## src/rtl/mux_pkg.sv

```systemverilog
// Shared definitions for the mux_seln_reg channel selector.
//   clog2        : ceiling log2 of a positive integer
//   sel_width    : width of the select / source-channel fields for n channels
//   out_state_t  : output register occupancy state
// Build option: MUX_SELN_RR_EN is undefined by default, which gives fixed
// select from the sel port. Defining it switches the top to round-robin
// arbitration and the sel port is ignored.
package mux_pkg;

  function automatic int clog2(input int v);
    int r;
    r = 0;
    while ((1 << r) < v) r++;
    return r;
  endfunction

  // n_in >= 2, so the select field is always at least one bit wide.
  function automatic int sel_width(input int n);
    return (clog2(n) < 1) ? 1 : clog2(n);
  endfunction

  typedef enum logic {
    ST_EMPTY = 1'b0,
    ST_FULL  = 1'b1
  } out_state_t;

endpackage

```

## src/rtl/mux_rr_arb.sv

```systemverilog
// Combinational round-robin arbiter.
//   req     in  n_in  request per channel
//   ptr     in  sw    highest-priority channel this cycle (0..n_in-1)
//   gnt_idx out sw    first requesting channel scanning ptr, ptr+1, ... mod n_in
//   gnt_any out 1     at least one request is set (gnt_idx is valid)
// The pointer register lives in the instantiating module.
import mux_pkg::*;

module mux_rr_arb #(
  parameter int n_in = 4,
  parameter int sw   = sel_width(n_in)
) (
  input  logic [n_in-1:0] req,
  input  logic [sw-1:0]   ptr,
  output logic [sw-1:0]   gnt_idx,
  output logic            gnt_any
);

  int idx;

  // Scan from the farthest position back toward ptr so the closest
  // requester to ptr is the last one written and therefore wins.
  always_comb begin
    gnt_idx = '0;
    gnt_any = 1'b0;
    idx     = 0;
    for (int i = n_in - 1; i >= 0; i--) begin
      idx = (int'(ptr) + i) % n_in;
      if (req[idx]) begin
        gnt_any = 1'b1;
        gnt_idx = idx[sw-1:0];
      end
    end
  end

endmodule

```

## src/rtl/mux_seln_reg.sv

```systemverilog
// N-input channel selector with valid/ready handshake and one registered
// output stage. Reports the source channel of each registered word.
//   clk        in   1        rising-edge clock
//   rst        in   1        synchronous active-high reset
//   IN_DATA    in   n_in*dw  channel k at [k*dw +: dw]
//   IN_VALID   in   n_in     per-channel valid
//   IN_READY   out  n_in     per-channel ready (combinational)
//   sel        in   sw       fixed-mode channel select
//   OUT        out  dw       registered data
//   OUT_VALID  out  1        output register holds a word
//   OUT_READY  in   1        downstream accepts OUT this cycle
//   OUT_CH     out  sw       channel that produced OUT
// Build option MUX_SELN_RR_EN: when defined, a round-robin arbiter replaces
// the sel port as the channel chooser.
import mux_pkg::*;

module mux_seln_reg #(
  parameter  int dw   = 'h10,
  parameter  int n_in = 4,
  localparam int sw   = sel_width(n_in)
) (
  input  logic                 clk,
  input  logic                 rst,
  input  logic [n_in*dw-1:0]   IN_DATA,
  input  logic [n_in-1:0]      IN_VALID,
  output logic [n_in-1:0]      IN_READY,
  input  logic [sw-1:0]        sel,
  output logic [dw-1:0]        OUT,
  output logic                 OUT_VALID,
  input  logic                 OUT_READY,
  output logic [sw-1:0]        OUT_CH
);

  // state    | meaning
  // ST_EMPTY | output register holds no word
  // ST_FULL  | output register holds a word for downstream
  out_state_t     r_state, w_state_nxt;
  logic [dw-1:0]  r_out;
  logic [sw-1:0]  r_ch;
  logic           w_slot_free;
  logic           w_c_ok;
  logic           w_accept;
  logic [sw-1:0]  w_c;
  logic [dw-1:0]  w_data;

  assign OUT_VALID   = (r_state == ST_FULL);
  assign OUT         = r_out;
  assign OUT_CH      = r_ch;
  assign w_slot_free = !OUT_VALID || OUT_READY;

`ifdef MUX_SELN_RR_EN
  logic [sw-1:0] r_ptr;
  logic          w_unused_sel;
  assign w_unused_sel = ^sel;

  mux_rr_arb #(.n_in(n_in), .sw(sw)) u_arb (
    .req     (IN_VALID),
    .ptr     (r_ptr),
    .gnt_idx (w_c),
    .gnt_any (w_c_ok)
  );

  always_ff @(posedge clk) begin
    if (rst)
      r_ptr <= '0;
    else if (w_accept)
      r_ptr <= (int'(w_c) == n_in - 1) ? '0 : w_c + sw'(1);
  end
`else
  // With non-power-of-2 n_in, out-of-range sel values choose nothing.
  assign w_c    = sel;
  assign w_c_ok = (int'(sel) < n_in);
`endif

  // Decode by comparison rather than indexing so an out-of-range w_c
  // never addresses a nonexistent channel.
  always_comb begin
    IN_READY = '0;
    w_data   = '0;
    for (int k = 0; k < n_in; k++) begin
      if (w_c == sw'(k)) begin
        w_data = IN_DATA[k*dw +: dw];
        if (!rst && w_slot_free && w_c_ok)
          IN_READY[k] = 1'b1;
      end
    end
  end

  assign w_accept = |(IN_READY & IN_VALID);

  always_ff @(posedge clk) begin
    if (rst)
      r_state <= ST_EMPTY;
    else
      r_state <= w_state_nxt;
  end

  always_comb begin
    w_state_nxt = r_state;
    case (r_state)
      ST_EMPTY: if (w_accept)               w_state_nxt = ST_FULL;
      ST_FULL:  if (OUT_READY && !w_accept) w_state_nxt = ST_EMPTY;
      default:                              w_state_nxt = ST_EMPTY;
    endcase
  end

  // OUT and OUT_CH only change on a load, so they are bit-stable while
  // stalled and keep their last value after a drain.
  always_ff @(posedge clk) begin
    if (rst) begin
      r_out <= '0;
      r_ch  <= '0;
    end else if (w_accept) begin
      r_out <= w_data;
      r_ch  <= w_c;
    end
  end

endmodule

```

## config.mk

```make
export PLATFORM = sky130hd
export DESIGN_NAME = mux_seln_reg
export DESIGN_NICKNAME = d
export VERILOG_FILES = /design/src/rtl/mux_pkg.sv /design/src/rtl/mux_rr_arb.sv /design/src/rtl/mux_seln_reg.sv
export SDC_FILE = /design/constraint.sdc
export NUM_CORES = 1
export LEC_CHECK = 0
export CORE_MARGIN = 2
export CORE_UTILIZATION = 36
export DETAILED_ROUTE_END_ITERATION = 16
export GPL_TIMING_DRIVEN = 0
export PLACE_DENSITY = 0.85
export SYNTH_ARGS = -nofsm -noshare
export SYNTH_HDL_FRONTEND = slang
export SYNTH_SLANG_ARGS = --single-unit
```

## constraint.sdc

```tcl
create_clock -name clk -period 4.1 [get_ports clk]
set_input_delay 0.82 -clock clk [delete_from_list [all_inputs] [get_ports clk]]
set_output_delay 0.82 -clock clk [all_outputs]
set_load 0.1 [all_outputs]
```

==> flow_metrics.env, run 1 <==
export IMPL_netlist_area_leader_share_pct=30.19
export IMPL_crit_top_cell="clkdlybuf4s50_1"
export IMPL_antenna_left=0
export IMPL_tightest_slew_ns=0.9918
export IMPL_die_h_um=63.16
export IMPL_slew_headroom_pct=33.67
export IMPL_post_drt_wl_per_cell_um=15.22
export IMPL_setup_viol=0
export IMPL_synthMuxAreaShare_pct=32.47
export IMPL_synth_async_reset_ratio_pct=0
export IMPL_gp_congestion=0.7981
export IMPL_worstPathArrival_ns=3.08
export IMPL_drtIter0Drc=49
export IMPL_dp_hpwl_um=3284
export IMPL_intPower_uw=377.2
export IMPL_slew_violations=0
export IMPL_rsz0062_at_grt="no"
export IMPL_worstPathCellList="clkdlybuf4s50_1 > clkbuf_1 > nor4_2 > clkdlybuf4s50_1"
export IMPL_outcome="complete, no violations"
export IMPL_r2r_end="OUT_CH[0]"
export IMPL_ctsResizeCount=0
export IMPL_pwr_share_clk_pct=15.6
export IMPL_antenna_found_initial=0
export IMPL_clk_pin_slew_ns=0.10
export IMPL_io_buffers=93
export IMPL_min_from="OUT[13]"
export IMPL_ys_flop_type="dfxtp_1"
export IMPL_synth_top_area_cell="dfxtp_1"
export IMPL_total_power_uw=640.8
export IMPL_crit_slowest_cell="clkdlybuf4s50_1"
export IMPL_holdPathStages=2
export IMPL_cts_buffer_depth=2
export IMPL_dr_pass1_iters=4
export IMPL_area_growth_pct=82.52
export IMPL_grt_start_max_net_pins=11
export IMPL_slowest_delay_ns=1.18
export IMPL_synthSimpleGateAreaFrac_pct=13.70
export IMPL_syn_num_nets=195
export IMPL_synth_area_leaders="dfxtp_1, mux4_2, a21oi_1, o21ai_1, nand3_1"
export IMPL_comb_power_share_pct=51.9
export IMPL_diodes=0
export IMPL_reg2reg_slack_ns=2.47
export IMPL_hold_class="reg2reg"
export IMPL_seq_area_frac_synth_pct=30.19
export IMPL_timing_final_crit_period_ns=3.895
export IMPL_layout_drive_gt1_share_pct=18.72
export IMPL_dieArea_mm2=0.003989
export IMPL_cts_tree="yes"
export IMPL_cts_sinks=19
export IMPL_gr_total_overflow=0
export IMPL_grt_busiest_layer="met2"
export IMPL_yosys_area_share_xor_xnor_pct=0
export IMPL_r2r_cells=7
export IMPL_critPathCaptureType="output port"
export IMPL_cap_violations=0
export IMPL_crit_path_start_kind="input port"
export IMPL_via_count=1380
export IMPL_worst_ir_drop_vdd_mv=0.1212
export IMPL_max_freq_ghz=0.2567
export IMPL_power_density_mw_per_mm2=278.6
export IMPL_finalNetCount=293
export IMPL_post_cts_buffers=0
export IMPL_cts_hold_buf=0
export IMPL_synth_warning_count=0
export IMPL_synth_area_mm2=0.001260
export IMPL_worstPathRequired_ns=3.28
export IMPL_start_util_pct=37.76
export IMPL_synthCells=122
export IMPL_die_w_um=63.16
export IMPL_hold_ws_ns=0.4680
export IMPL_clk_latency_ns=0.31
export IMPL_synth_top_family_by_area="multiplexers"
export IMPL_fin_skew_ns=0.009762
export IMPL_cts_root_buf="clkbuf_4"
export IMPL_p_leak_uw=0.0008070
export IMPL_viasPerCell=5.208
export IMPL_regToRegStartpoint="OUT_VALID"
export IMPL_numCtsBuffers=3
export IMPL_seqPwrFrac_pct=32.5
export IMPL_utilization_pct=68.92
export IMPL_use_met3_pct=3.214
export IMPL_cp_max_fo=10
export IMPL_synth_adder_area_share_pct=0
export IMPL_critPathKind="in2out"
export IMPL_use_met1_pct=23.74
export IMPL_hold_viol=0
export IMPL_fillers=290
export IMPL_synth_seq_cells=19
export IMPL_h_tree_depth=1
export IMPL_num_rows=21
export IMPL_routed_wl_um=4032
export IMPL_synth_avg_cell_area_um2=10.33
export IMPL_yosysMostFrequentCell="dfxtp_1"
export IMPL_switching_share_pct=41.14
export IMPL_netlist_top_cells_count="dfxtp_1, a21oi_1, o21ai_1"
export IMPL_switchingPower_uw=263.6
export IMPL_hold_end="OUT[13]"
export IMPL_setup_tns_ns=0
export IMPL_grt_pass1_vias=1361
export IMPL_drc=0
export IMPL_ios=96
export IMPL_synth_compound_area_share_pct=15.39
export IMPL_period_share_pct=95.01
export IMPL_grt_usage_pct=20.73
export IMPL_grt_pass1_wl_um=6465
export IMPL_use_met2_pct=38.30
export IMPL_synth_distinct_cells=25
export IMPL_synth_edff_count=0
export IMPL_core_area_mm2=0.003337
[area by class of cell]
type | count | area [um2] | share of cell area [%]
repair buffers | 93 | 930.9 | 40.48
multi-input cells | 87 | 800.8 | 34.82
flip-flops and latches | 19 | 380.4 | 16.54
plain buffers | 15 | 100.1 | 4.353
well taps | 46 | 57.56 | 2.503
clock buffers | 4 | 26.28 | 1.143
inverters | 1 | 3.754 | 0.1632
[cell families (layout without fill, tap and decap cells)]
group | Yosys count | count (layout)
buffers and inverters | 16 | 113
muxes | 20 | 20
DFF | 19 | 19
and+or+nand+nor | 29 | 29
AOI/OAI and AO/OA | 38 | 38
[sequential cells by signal, indices dropped and copies added (netlist names)]
| name | flops |
|---|---|
| OUT_CH | 2 |
| OUT | 16 |
| OUT_VALID | 1 |
[routing by layer]
layer | routed length [um] | vias up | part of all wire, %
met4 | 70 | 0 | 1.7
met2 | 2189 | 55 | 54
met1 | 1585 | 650 | 39
met5 | 0 | - | 0
met3 | 187 | 7 | 4.6
li1 | - | 668 | -
[stage by stage]
stage / instances / worst slack (ns) / instance area (um2)
floorplan: 122 / 0.1979 / 1285
global placement: 261 / 0.2339 / 2273
detailed placement: 261 / 0.1947 / 2273
CTS: 265 / 0.2075 / 2300
global route: 265 / 0.1261 / 2300
finish: 265 / 0.2046 / 2300
[worst max path at each step]
stage,startpoint,end,slack [ns],depth (start not counted)
floorplan,sel[0],IN_READY[1],0.20,4
global placement,rst,IN_READY[1],0.23,4
detailed placement,rst,IN_READY[1],0.19,4
CTS,rst,IN_READY[1],0.21,4
global route,rst,IN_READY[1],0.13,4
finish,rst,IN_READY[1],0.20,4
[power groups by stage]
| stage | Combinational, uW | Clock [uW] | Sequential [uW] |
|---|---|---|---|
| finish | 333 | 99.7 | 209 |
| CTS | 334 | 103 | 209 |
| global route | 348 | 109 | 211 |
| floorplan | 102 | 0 | 326 |
| global placement | 330 | 0 | 212 |
| detailed placement | 333 | 0 | 213 |
[critical path: cells and delay by family]
| family | cells | cell delay, ns |
|---|---|---|
| buffers and inverters | 3 | 1.99 |
| and+or+nand+nor | 1 | 0.27 |
[layout by cell type, fill, tap and decap left out, types with 3 or more instances in the layout]
master	n
a21oi_1	18
buf_2	5
buf_4	4
buf_6	3
clkbuf_1	4
clkbuf_4	3
clkdlybuf4s50_1	93
dfxtp_1	19
mux4_2	16
nand3_1	16
o21ai_1	18
(Power assumes the default switching activity.)
==> inputs of run 2 (changes only) <==
--- a/config.mk
+++ b/config.mk
@@ -5,11 +5,13 @@
 export SDC_FILE = /design/constraint.sdc
 export NUM_CORES = 1
 export LEC_CHECK = 0
+export ABC_AREA = 1
 export CORE_MARGIN = 2
-export CORE_UTILIZATION = 36
+export CORE_UTILIZATION = 37
 export DETAILED_ROUTE_END_ITERATION = 16
 export GPL_TIMING_DRIVEN = 0
-export PLACE_DENSITY = 0.85
+export MAX_ROUTING_LAYER = met4
+export PLACE_DENSITY = 0.87
 export SYNTH_ARGS = -nofsm -noshare
 export SYNTH_HDL_FRONTEND = slang
 export SYNTH_SLANG_ARGS = --single-unit
==> flow_metrics.env, run 2 <==
export IMPL_outcome="complete, no violations"
export IMPL_synth_area_leaders="dfxtp_1, nand2_1, nor2_1, nand4_1, inv_1"
export IMPL_rsz0062_at_grt="no"
export IMPL_cts_tree="yes"
export IMPL_worst_path_dominant_cell_family="buffers and inverters"
export IMPL_final_common_cell="nand2_1"
export IMPL_post_cts_buffers=0
export IMPL_drtIter0Drc=70
export IMPL_gr_total_overflow=0
export IMPL_crit_slowest_cell="clkdlybuf4s50_1"
export IMPL_ff_latch_area_um2=380.4
export IMPL_largest_reg_flops=16
export IMPL_synth_distinct_cells=17
export IMPL_worstPathRequired_ns=3.28
export IMPL_grt_usage_pct=23.08
export IMPL_post_drt_wl_per_cell_um=11.89
export IMPL_via_count=1697
export IMPL_period_share_pct=93.41
export IMPL_synth_seq_cells=19
export IMPL_core_area_mm2=0.003337
export IMPL_crit_path_start_kind="input port"
export IMPL_syn_num_nets=294
export IMPL_ys_flop_type="dfxtp_1"
export IMPL_synth_top_area_cell="dfxtp_1"
export IMPL_fin_skew_ns=0.01091
export IMPL_grt_pass1_wl_um=7224
export IMPL_cts_sinks=19
export IMPL_hold_class="reg2reg"
export IMPL_synth_async_reset_ratio_pct=0
export IMPL_slew_violations=0
export IMPL_cts_buffer_depth=2
export IMPL_worst_ir_drop_vdd_mv=0.2102
export IMPL_clk_latency_ns=0.30
export IMPL_setup_viol=0
export IMPL_clk_pin_slew_ns=0.11
export IMPL_antenna_left=0
export IMPL_slowest_delay_ns=1.17
export IMPL_max_freq_ghz=0.2611
export IMPL_multi_input_area_um2=734.5
export IMPL_total_power_uw=654.1
export IMPL_worstPathCellList="clkdlybuf4s50_1 > inv_1 > a21oi_1 > inv_1 > nor3_1 > clkdlybuf4s50_1"
export IMPL_critPathKind="in2out"
export IMPL_power_density_mw_per_mm2=284.7
export IMPL_dp_hpwl_um=3551
export IMPL_worstPathArrival_ns=3.01
export IMPL_finalNetCount=392
export IMPL_netlist_area_leader_share_pct=29.66
export IMPL_antenna_found_initial=0
export IMPL_num_rows=21
export IMPL_synth_edff_count=0
export IMPL_synth_avg_cell_area_um2=5.803
export IMPL_grt_start_max_net_pins=11
export IMPL_die_w_um=62.88
export IMPL_drc=0
export IMPL_p_leak_uw=0.001031
export IMPL_netlist_top_cells_count="nand2_1, nor2_1, inv_1"
export IMPL_dieArea_mm2=0.003953
export IMPL_die_h_um=62.88
export IMPL_cap_violations=0
export IMPL_start_util_pct=38.43
export IMPL_path_buf_inv=4
export IMPL_synth_area_mm2=0.001282
export IMPL_seq_area_frac_synth_pct=29.66
export IMPL_gp_congestion=0.8201
export IMPL_final_cell_mix="nand2_1, clkdlybuf4s50_1, nor2_1"
export IMPL_dr_pass1_iters=4
export IMPL_diodes=0
export IMPL_area_growth_pct=79.12
export IMPL_cts_hold_buf=0
export IMPL_numCtsBuffers=3
export IMPL_synthCells=221
export IMPL_viasPerCell=4.662
export IMPL_io_buffers=93
export IMPL_h_tree_depth=1
export IMPL_setup_tns_ns=0
export IMPL_tightest_slew_ns=0.9962
export IMPL_grt_pass1_vias=1667
export IMPL_fillers=321
export IMPL_timing_final_crit_period_ns=3.830
export IMPL_ios=96
export IMPL_ctsResizeCount=0
export IMPL_slew_headroom_pct=33.38
export IMPL_hold_viol=0
export IMPL_cts_root_buf="clkbuf_4"
export IMPL_routed_wl_um=4327
export IMPL_yosysMostFrequentCell="nand2_1"
export IMPL_cp_max_fo=4
export IMPL_critPathCaptureType="output port"
export IMPL_layout_drive_gt1_share_pct=6.918
export IMPL_synth_warning_count=0
-- run 2: changes by cell type after synthesis, moves of 12 or more --
cell | before | now
mux4_2 | 16 | 0
nand3_1 | 16 | 4
nor2_1 | 2 | 34
o21ai_1 | 18 | 0
nand2_1 | 1 | 96
inv_1 | 0 | 22
nand4_1 | 0 | 16
a21oi_1 | 18 | 3
-- run 2: worst register-to-register path, delay by kind of cell, from the launching register on --
kind / cells / cell delay (ns)
AND/OR/NAND/NOR: 7 / 0.71
flip-flops: 1 / 0.38
buffers and inverters: 1 / 0.17
-- run 2: cell type report --
| cell class | instances | share of cell area (%) |
|---|---|---|
| Inverter | 23 | 3.758 |
| Buffer | 11 | 3.540 |
| Clock buffer | 4 | 1.144 |
| Tap cell | 46 | 2.505 |
| Sequential cell | 19 | 16.56 |
| Multi-Input combinational cell | 168 | 31.97 |
| Timing Repair Buffer | 93 | 40.52 |
-- run 2: logic make-up (layout without fill, tap and decap cells) --
logic type             Yosys count  in the layout  share of synthesized area, %
and+or+nand+nor                162            162                         54.93
buffers and inverters           34            131                         13.07
DFF                             19             19                         29.66
AOI/OAI and AO/OA                6              6                         2.341
-- run 2: routing by layer --
| layer | vias up | track usage, % | part of all wire (%) |
|---|---|---|---|
| li1 | 876 | - | - |
| met1 | 730 | 25.83 | 40 |
| met2 | 87 | 40.43 | 49 |
| met3 | 4 | 8.108 | 10 |
| met4 | 0 | 3.056 | 0.62 |
| met5 | - | - | 0 |
-- run 2: through the flow --
| stage | worst slack, ns | area [um2] | cells | hold WS [ns] | util [%] |
|---|---|---|---|---|---|
| CTS | 0.2717 | 2297 | 364 | 0.4897 | 68.84 |
| floorplan | 0.1087 | 1282 | 221 | 0.8764 | - |
| detailed placement | 0.2884 | 2271 | 360 | 0.4572 | 68.05 |
| global route | 0.1447 | 2297 | 364 | 0.5274 | 68.84 |
| finish | 0.2703 | 2297 | 364 | 0.4963 | 68.84 |
| global placement | 0.2783 | 2271 | 360 | 0.4501 | 68.05 |
-- run 2: final timing paths --
kind | start | end | slack (ns) | cells past startpoint
min | OUT_CH[1] | OUT_CH[1] | 0.50 | 2
max | OUT_READY | IN_READY[1] | 0.27 | 6
max reg2reg | OUT_VALID | OUT[3] | 2.75 | 8
min reg2reg | OUT_CH[1] | OUT_CH[1] | 0.50 | 2
-- run 2: where the power goes --
part	internal, uW	switching, uW
combinational	126	223
clock	37.8	56.3
sequential	202	8.82
total	366	288
